**src/rtl/cpu_cu_pkg.sv**
```systemverilog
// -----------------------------------------------------------------------------
// cpu_cu_pkg
// Shared definitions for the control unit:
//   - state_e        : FSM state encoding
//   - CLS_*          : instruction class codes (ir[15:13])
//   - BR_*           : branch condition codes (ir[12:9] of a BR instruction)
//   - ALU_PASS_S/R   : ALU operations used by the control unit
//   - ctrl_t         : bundle of every control output that is registered
//   - is_exec()      : true for the single-cycle EXEC states
// -----------------------------------------------------------------------------
package cpu_cu_pkg;

    typedef enum logic [3:0] {
        RESET     = 4'd0,
        FETCH     = 4'd1,
        DECODE    = 4'd2,
        ALU       = 4'd3,
        LD        = 4'd4,
        ST        = 4'd5,
        BR        = 4'd6,
        JMP       = 4'd7,
        HALT      = 4'd8,
        STEP_WAIT = 4'd9
    } state_e;

    localparam logic [2:0] CLS_ALU  = 3'b000;
    localparam logic [2:0] CLS_LD   = 3'b001;
    localparam logic [2:0] CLS_ST   = 3'b010;
    localparam logic [2:0] CLS_BR   = 3'b011;
    localparam logic [2:0] CLS_JMP  = 3'b100;
    localparam logic [2:0] CLS_ILL5 = 3'b101;
    localparam logic [2:0] CLS_ILL6 = 3'b110;
    localparam logic [2:0] CLS_HLT  = 3'b111;

    localparam logic [3:0] BR_BRA = 4'd0;
    localparam logic [3:0] BR_BEQ = 4'd1;
    localparam logic [3:0] BR_BNE = 4'd2;
    localparam logic [3:0] BR_BC  = 4'd3;
    localparam logic [3:0] BR_BNC = 4'd4;
    localparam logic [3:0] BR_BN  = 4'd5;
    localparam logic [3:0] BR_BP  = 4'd6;

    localparam logic [3:0] ALU_PASS_S = 4'h0;
    localparam logic [3:0] ALU_PASS_R = 4'h1;

    typedef struct packed {
        logic       w_en;
        logic       s_sel;
        logic       adr_sel;
        logic       pc_ld;
        logic       pc_inc;
        logic       pc_sel;
        logic       ir_ld;
        logic [2:0] w_adr;
        logic [2:0] r_adr;
        logic [2:0] s_adr;
        logic [3:0] alu_op;
        logic       mr_en;
        logic       mw_en;
        logic       halted;
    } ctrl_t;

    function automatic logic is_exec(input state_e s);
        case (s)
            ALU, LD, ST, BR, JMP: return 1'b1;
            default:              return 1'b0;
        endcase
    endfunction

endpackage

```
**src/rtl/cpu_cu_brcond.sv**
```systemverilog
// -----------------------------------------------------------------------------
// cpu_cu_brcond
// Combinational branch condition evaluator.
//   cond[3:0] : condition code from ir[12:9]
//   C, N, Z   : status flags from the execution unit
//   taken     : 1 when the branch must be taken; codes 7..15 are never taken
// -----------------------------------------------------------------------------
module cpu_cu_brcond
    import cpu_cu_pkg::*;
(
    input  logic [3:0] cond,
    input  logic       C,
    input  logic       N,
    input  logic       Z,
    output logic       taken
);

    // Map the condition code onto the flag test it names.
    always_comb begin
        taken = 1'b0;
        case (cond)
            BR_BRA:  taken = 1'b1;
            BR_BEQ:  taken = Z;
            BR_BNE:  taken = ~Z;
            BR_BC:   taken = C;
            BR_BNC:  taken = ~C;
            BR_BN:   taken = N;
            BR_BP:   taken = ~N & ~Z;
            default: taken = 1'b0;
        endcase
    end

endmodule

```
**src/rtl/cpu_cu.sv**
```systemverilog
// -----------------------------------------------------------------------------
// cpu_cu
// Control unit FSM sequencing the execution unit through FETCH, DECODE and a
// single EXEC state (ALU/LD/ST/BR/JMP), with an absorbing HALT state.
//
// Ports:
//   clk, reset            : rising-edge clock, asynchronous active-high reset
//   step                  : single-step advance (only with CU_SINGLE_STEP_EN)
//   ir_out[15:0]          : instruction register from the execution unit
//   C, N, Z               : status flags from the execution unit
//   w_en, s_sel, adr_sel  : register write / S-operand select / address select
//   pc_ld, pc_inc, pc_sel : PC load / increment / source select
//   ir_ld                 : instruction register load
//   W_Adr, R_Adr, S_Adr   : register file addresses
//   ALU_OP[3:0]           : ALU operation
//   mr_en, mw_en          : memory read / write strobes
//   halted                : FSM is in HALT
//   illegal               : sticky, HALT reached through an undefined class
//   instr_cnt[CNT_W-1:0]  : retired-instruction counter (wraps)
//
// Optional feature macro: CU_SINGLE_STEP_EN
//   When defined, each EXEC state is followed by STEP_WAIT, which leaves to
//   FETCH once per low-to-high use of step.
//
// All control outputs are registered: they are decoded from the state being
// entered, so they line up with the state register and are cleared at once
// by the asynchronous reset (aborting any in-flight write).
// -----------------------------------------------------------------------------
module cpu_cu
    import cpu_cu_pkg::*;
#(
    parameter int CNT_W = 16
)
(
    input  logic             clk,
    input  logic             reset,
`ifdef CU_SINGLE_STEP_EN
    input  logic             step,
`endif
    input  logic [15:0]      ir_out,
    input  logic             C,
    input  logic             N,
    input  logic             Z,
    output logic             w_en,
    output logic             s_sel,
    output logic             adr_sel,
    output logic             pc_ld,
    output logic             pc_inc,
    output logic             pc_sel,
    output logic             ir_ld,
    output logic [2:0]       W_Adr,
    output logic [2:0]       R_Adr,
    output logic [2:0]       S_Adr,
    output logic [3:0]       ALU_OP,
    output logic             mr_en,
    output logic             mw_en,
    output logic             halted,
    output logic             illegal,
    output logic [CNT_W-1:0] instr_cnt
);

    state_e             state_r;
    state_e             next_state_s;
    ctrl_t              ctrl_s;
    ctrl_t              ctrl_r;
    logic               taken_s;
    logic               illegal_set_s;
    logic               illegal_r;
    logic [CNT_W-1:0]   instr_cnt_r;

`ifdef CU_SINGLE_STEP_EN
    logic               armed_r;
    logic               advance_s;

    // A step is honoured only once it has been seen low since the last advance.
    assign advance_s = step & armed_r;
`endif

    cpu_cu_brcond u_brcond (
        .cond  (ir_out[12:9]),
        .C     (C),
        .N     (N),
        .Z     (Z),
        .taken (taken_s)
    );

    // Next-state logic.
    always_comb begin
        next_state_s  = state_r;
        illegal_set_s = 1'b0;
        case (state_r)
            RESET:  next_state_s = FETCH;
            FETCH:  next_state_s = DECODE;
            DECODE: begin
                case (ir_out[15:13])
                    CLS_ALU: next_state_s = ALU;
                    CLS_LD:  next_state_s = LD;
                    CLS_ST:  next_state_s = ST;
                    CLS_BR:  next_state_s = BR;
                    CLS_JMP: next_state_s = JMP;
                    CLS_HLT: next_state_s = HALT;
                    CLS_ILL5, CLS_ILL6: begin
                        next_state_s  = HALT;
                        illegal_set_s = 1'b1;
                    end
                    default: begin
                        next_state_s  = HALT;
                        illegal_set_s = 1'b1;
                    end
                endcase
            end
            ALU, LD, ST, BR, JMP: begin
`ifdef CU_SINGLE_STEP_EN
                next_state_s = STEP_WAIT;
`else
                next_state_s = FETCH;
`endif
            end
            HALT:   next_state_s = HALT;
            STEP_WAIT: begin
`ifdef CU_SINGLE_STEP_EN
                if (advance_s) begin
                    next_state_s = FETCH;
                end else begin
                    next_state_s = STEP_WAIT;
                end
`else
                next_state_s = FETCH;
`endif
            end
            default: next_state_s = RESET;
        endcase
    end

    // Control decode for the state about to be entered.
    always_comb begin
        ctrl_s = '0;
        case (next_state_s)
            FETCH: begin
                ctrl_s.adr_sel = 1'b0;
                ctrl_s.mr_en   = 1'b1;
                ctrl_s.ir_ld   = 1'b1;
                ctrl_s.pc_inc  = 1'b1;
            end
            ALU: begin
                ctrl_s.alu_op = ir_out[12:9];
                ctrl_s.w_en   = 1'b1;
                ctrl_s.s_sel  = 1'b0;
                ctrl_s.w_adr  = ir_out[8:6];
                ctrl_s.r_adr  = ir_out[5:3];
                ctrl_s.s_adr  = ir_out[2:0];
            end
            LD: begin
                ctrl_s.adr_sel = 1'b1;
                ctrl_s.mr_en   = 1'b1;
                ctrl_s.s_sel   = 1'b1;
                ctrl_s.alu_op  = ALU_PASS_S;
                ctrl_s.w_en    = 1'b1;
                ctrl_s.w_adr   = ir_out[8:6];
                ctrl_s.r_adr   = ir_out[5:3];
                ctrl_s.s_adr   = ir_out[2:0];
            end
            ST: begin
                ctrl_s.adr_sel = 1'b1;
                ctrl_s.alu_op  = ALU_PASS_S;
                ctrl_s.mw_en   = 1'b1;
                ctrl_s.w_adr   = ir_out[8:6];
                ctrl_s.r_adr   = ir_out[5:3];
                ctrl_s.s_adr   = ir_out[2:0];
            end
            BR: begin
                ctrl_s.w_adr = ir_out[8:6];
                ctrl_s.r_adr = ir_out[5:3];
                ctrl_s.s_adr = ir_out[2:0];
                // Target is post-increment PC + sext(offset), chosen by pc_sel=0.
                if (taken_s) begin
                    ctrl_s.pc_sel = 1'b0;
                    ctrl_s.pc_ld  = 1'b1;
                end else begin
                    ctrl_s.pc_ld  = 1'b0;
                end
            end
            JMP: begin
                ctrl_s.alu_op = ALU_PASS_R;
                ctrl_s.pc_sel = 1'b1;
                ctrl_s.pc_ld  = 1'b1;
                ctrl_s.w_adr  = ir_out[8:6];
                ctrl_s.r_adr  = ir_out[5:3];
                ctrl_s.s_adr  = ir_out[2:0];
            end
            HALT:    ctrl_s.halted = 1'b1;
            default: ctrl_s = '0;
        endcase
    end

    // State and registered control outputs.
    always_ff @(posedge clk or posedge reset) begin
        if (reset) begin
            state_r <= RESET;
            ctrl_r  <= '0;
        end else begin
            state_r <= next_state_s;
            ctrl_r  <= ctrl_s;
        end
    end

    // Retired-instruction counter and sticky illegal-opcode flag.
    always_ff @(posedge clk or posedge reset) begin
        if (reset) begin
            instr_cnt_r <= {CNT_W{1'b0}};
            illegal_r   <= 1'b0;
        end else begin
            if (is_exec(state_r)) begin
                instr_cnt_r <= instr_cnt_r + CNT_W'(1);
            end else begin
                instr_cnt_r <= instr_cnt_r;
            end
            if (illegal_set_s) begin
                illegal_r <= 1'b1;
            end else begin
                illegal_r <= illegal_r;
            end
        end
    end

`ifdef CU_SINGLE_STEP_EN
    // Re-arm single step once step is seen low; disarm on each advance.
    always_ff @(posedge clk or posedge reset) begin
        if (reset) begin
            armed_r <= 1'b0;
        end else if ((state_r == STEP_WAIT) && advance_s) begin
            armed_r <= 1'b0;
        end else if (!step) begin
            armed_r <= 1'b1;
        end else begin
            armed_r <= armed_r;
        end
    end
`endif

    assign w_en      = ctrl_r.w_en;
    assign s_sel     = ctrl_r.s_sel;
    assign adr_sel   = ctrl_r.adr_sel;
    assign pc_ld     = ctrl_r.pc_ld;
    assign pc_inc    = ctrl_r.pc_inc;
    assign pc_sel    = ctrl_r.pc_sel;
    assign ir_ld     = ctrl_r.ir_ld;
    assign W_Adr     = ctrl_r.w_adr;
    assign R_Adr     = ctrl_r.r_adr;
    assign S_Adr     = ctrl_r.s_adr;
    assign ALU_OP    = ctrl_r.alu_op;
    assign mr_en     = ctrl_r.mr_en;
    assign mw_en     = ctrl_r.mw_en;
    assign halted    = ctrl_r.halted;
    assign illegal   = illegal_r;
    assign instr_cnt = instr_cnt_r;

endmodule
```
**config.mk**
```make
export PLATFORM = sky130hd
export DESIGN_NAME = cpu_cu
export DESIGN_NICKNAME = d
export VERILOG_FILES = /design/src/rtl/cpu_cu_pkg.sv /design/src/rtl/cpu_cu_brcond.sv /design/src/rtl/cpu_cu.sv
export SDC_FILE = /design/constraint.sdc
export NUM_CORES = 1
export LEC_CHECK = 0
export ABC_AREA = 1
export CELL_PAD_IN_SITES_DETAIL_PLACEMENT = 0
export CELL_PAD_IN_SITES_GLOBAL_PLACEMENT = 2
export CORE_MARGIN = 1.5
export CORE_UTILIZATION = 24
export DETAILED_ROUTE_END_ITERATION = 10
export PLACE_DENSITY = 0.74
export SLEW_MARGIN = 10
export SYNTH_ARGS = -nofsm -noshare
export SYNTH_HDL_FRONTEND = slang
export SYNTH_SLANG_ARGS = --single-unit
```
**constraint.sdc**
```tcl
create_clock -name clk -period 1.2 [get_ports clk]
set_clock_uncertainty 0.1 [all_clocks]
set_input_delay 0.12 -clock clk [delete_from_list [all_inputs] [get_ports clk]]
set_output_delay 0.12 -clock clk [all_outputs]
set_load 0.1 [all_outputs]
```
==> run summary <==
========================================================================================
Run status ................................................................ complete, but fails checks
Violations in the final reports ........................................... negative setup slack
Final-layout setup total negative slack ...................................     -7.20 ns
Ports placed on the boundary ..............................................           61
Pin count of the biggest net entering global routing ......................           26
Reg2Reg Launch Point ...................................................... instr_cnt[1]
Peak Freq .................................................................      691 MHz
Proportion of netlist area held by the largest area contributor ...........        0.521
Terminus of the critical flop-to-flop path ................................ instr_cnt[2]
Headroom to the max-slew limit ............................................        0.765
Startpoint type of the worst setup path ...................................     register
Global route total overflow ...............................................            0
Unrepaired setup endpoints after global routing ...........................          yes
Yosys warns ...............................................................            0
Max H-tree Level ..........................................................            2
Async set or reset register ratio after synthesis .........................         1.00
Initial core utilization ..................................................        0.249
TritonCTS clock tree ......................................................         done
IO buf count ..............................................................           60
Share of post-route cells with drive strength above 1 .....................        0.579
Initial DRC Count .........................................................           17
Global-route wire length before repair ....................................      9090 µm
Net count after synthesis .................................................          259
Finish-stage setup viols ..................................................           54
Height of the die .........................................................      95.8 µm
Req. time, crit path ......................................................      1.28 ns
Routed wire length ........................................................      5510 µm
Peak supply drop ..........................................................      2100 µV
Area of the mapped netlist ................................................     2070 µm²
Vias in the first global route ............................................         1956
Final Power ...............................................................      9.56 mW
Clock tree root buffer cell ............................................... sky130_fd_sc_hd__clkbuf_8
Syn_area_per_cell .........................................................     8.72 µm²
CTS sink cnt ..............................................................           43
Number of enable-type register cells in the synthesized netlist ...........            0
Number of vias per cell after detailed routing ............................         4.07
Global-route usage over all layers ........................................        0.129
Period Utilization, post-route ............................................         1.21
Critical-path maximum fanout ..............................................            3
Placer Congestion .........................................................        0.778
Clock latency reported for the late side of the worst-skew pair ...........      0.29 ns
Max Root-Sink Buffers .....................................................            2
Post-route minimum period .................................................      1.45 ns
Number of buffers and inverters on the critical path ......................            4
Die width .................................................................      95.8 µm
Final max-slew violation count ............................................            0
Yosys reg bits ............................................................           43
Floorplan Core Area .......................................................     8300 µm²
Cts hold-fix bufs .........................................................            0
DRC violation count after routing .........................................            0
Library cell appearing most often on the critical path .................... sky130_fd_sc_hd__buf_4
Primary FF master, synth .................................................. sky130_fd_sc_hd__dfrtp_1
Max-capacitance violation count ...........................................            0
Detailed-route via count ..................................................         1968
Worst-case setup margin in the final layout ...............................    -0.246 ns
Measured slew at the worst slew-check pin .................................     0.352 ns
Crit end category .........................................................     register
Slowest Stage Delay on Critical Path ......................................      0.51 ns
Wire per inst .............................................................      11.4 µm
Leakage component of the power ............................................      1.98 nW
Power per standard cell area ..............................................  2240 nW/µm²
Half-perimeter wire length after placement ................................      4120 µm
Number of different library cells in the post-synthesis netlist ...........           29
Register area share after synthesis .......................................        0.521
Critical path start-end classification .................................... register to register
Fill cells ................................................................          769
List of cells traversed by the critical path .............................. ha_4, inv_4, buf_4, buf_6, nor2_4, buf_4, xor2_2
Yosys top cell by area .................................................... sky130_fd_sc_hd__dfrtp_1
Final layout net count ....................................................          399
Std cell rows .............................................................           33
Family with the most delay on the worst path ..............................   flip-flops
Total clock buffers created by CTS ........................................            5
Slowest cell on the critical path ......................................... sky130_fd_sc_hd__dfrtp_4
Ranking of synthesized cells by area ...................................... sky130_fd_sc_hd__dfrtp_1 (52%), sky130_fd_sc_hd__nand2_1 (10%), sky130_fd_sc_hd__nor2_1 (6.4%)
Top cells by count, synth ................................................. sky130_fd_sc_hd__nand2_1 (55), sky130_fd_sc_hd__dfrtp_1 (43), sky130_fd_sc_hd__nor2_1 (35)
Arrival time reported for the critical path endpoint ......................      1.53 ns
Number of search-and-repair iterations in the first detailed-routing pass .            4
Clk pin slew, worst setup/hold paths ......................................      0.09 ns
Count of cells along the worst register-to-register path ..................            7
Routed Antenna Nets .......................................................            0
Kind of path behind the tightest hold check ............................... input port to async pin
Count leader, synth ....................................................... sky130_fd_sc_hd__nand2_1
Ant diodes ................................................................            0
Die outline area ..........................................................     9180 µm²
Post-Syn Instances ........................................................          237
Slack of the worst reg-to-reg path ........................................     -0.25 ns
Layout area overhead ......................................................         107%
Final Hold Viols ..........................................................            0
Initial antenna violation count ...........................................            0
========================================================================================
-- cell type report --
type,count,area [µm²],area share
clock inverters,2,16.3,0.00380
flip-flops and latches,43,1130,0.265
repair inverters,1,6.26,0.00146
repair buffers,134,1670,0.390
inverters,39,168,0.0392
clock buffers,6,82.6,0.0193
multi-input cells,153,1070,0.251
well taps,105,131,0.0307
-- metrics by stage --
step	util	instance area (µm²)	hold slack, ns	std cells	worst slack [ns]
after floorplan	-	2170	0.0179	237	-0.370
after global placement	0.439	3640	0.336	446	-0.328
after detailed placement	0.439	3640	0.339	446	-0.364
after CTS	0.491	4080	0.0129	471	-0.232
after global routing	0.516	4280	0.0189	483	-0.323
final	0.516	4280	0.0145	483	-0.246
-- routing by layer --
metal / global-route usage / part of all wire / up-vias
li1: - / - / 999
met1: 0.154 / 0.41 / 926
met2: 0.222 / 0.52 / 41
met3: 0.0450 / 0.060 / 2
met4: 0.0257 / 0.0031 / 0
met5: 0 / 0 / -
-- report_power, final --
group / internal (mW) / switching (mW)
clock: 0.471 / 0.540
combinational: 2.53 / 3.79
sequential: 1.85 / 0.385
total: 4.85 / 4.72
-- registers in the layout, indices dropped and copies added, names as in the netlist, 3 cells and up --
name,flops
R_Adr,3
instr_cnt,16
ALU_OP,4
state_r,4
S_Adr,3
W_Adr,3
-- what timing repair did --
action / 4_1_cts / 5_1_grt
buffers inserted: 17 / 14
cloned: 1 / 0
gates resized for setup: 55 / 34
pin swaps: 12 / 23
setup endpoints to repair: 57 / 60
endpoints found under the hold margin: 0 / 0
-- kinds of logic (layout without fill, tap and decap cells) --
group | Yosys count | count (layout) | share of synthesized area
and+or+nand+nor | 132 | 132 | 0.314
DFF | 43 | 43 | 0.521
buffers and inverters | 41 | 182 | 0.0775
xor gates and xnor gates | 11 | 11 | 0.0502
AOI/OAI and AO/OA | 9 | 9 | 0.0315
adders and majority gates | 1 | 1 | 0.00605
-- worst max-delay path by stage --
stage                    endpoint  slack (ns)         start  cells past startpoint
floorplan           instr_cnt[12]       -0.37  instr_cnt[1]                      8
global placement        ALU_OP[0]       -0.33    ir_out[13]                      9
detailed placement      ALU_OP[0]       -0.36    ir_out[13]                      9
CTS                 instr_cnt[12]       -0.23  instr_cnt[0]                      8
global route        instr_cnt[12]       -0.32  instr_cnt[4]                      7
finish               instr_cnt[2]       -0.25  instr_cnt[1]                      7
-- layout by cell type (no fill, tap or decap), drive strengths merged --
| cell type | n |
|---|---|
| a21oi | 5 |
| a31o | 1 |
| buf | 114 |
| clkbuf | 6 |
| clkdlybuf4s50 | 20 |
| clkinv | 2 |
| clkinvlp | 2 |
| dfrtp | 43 |
| ha | 1 |
| inv | 38 |
| nand2 | 66 |
| nand3 | 12 |
| nand3b | 2 |
| nand4 | 5 |
| nor2 | 43 |
| nor3 | 4 |
| o211ai | 2 |
| o21ai | 1 |
| xnor2 | 6 |
| xor2 | 5 |
No activity file was read; power rests on OpenSTA's default activity.
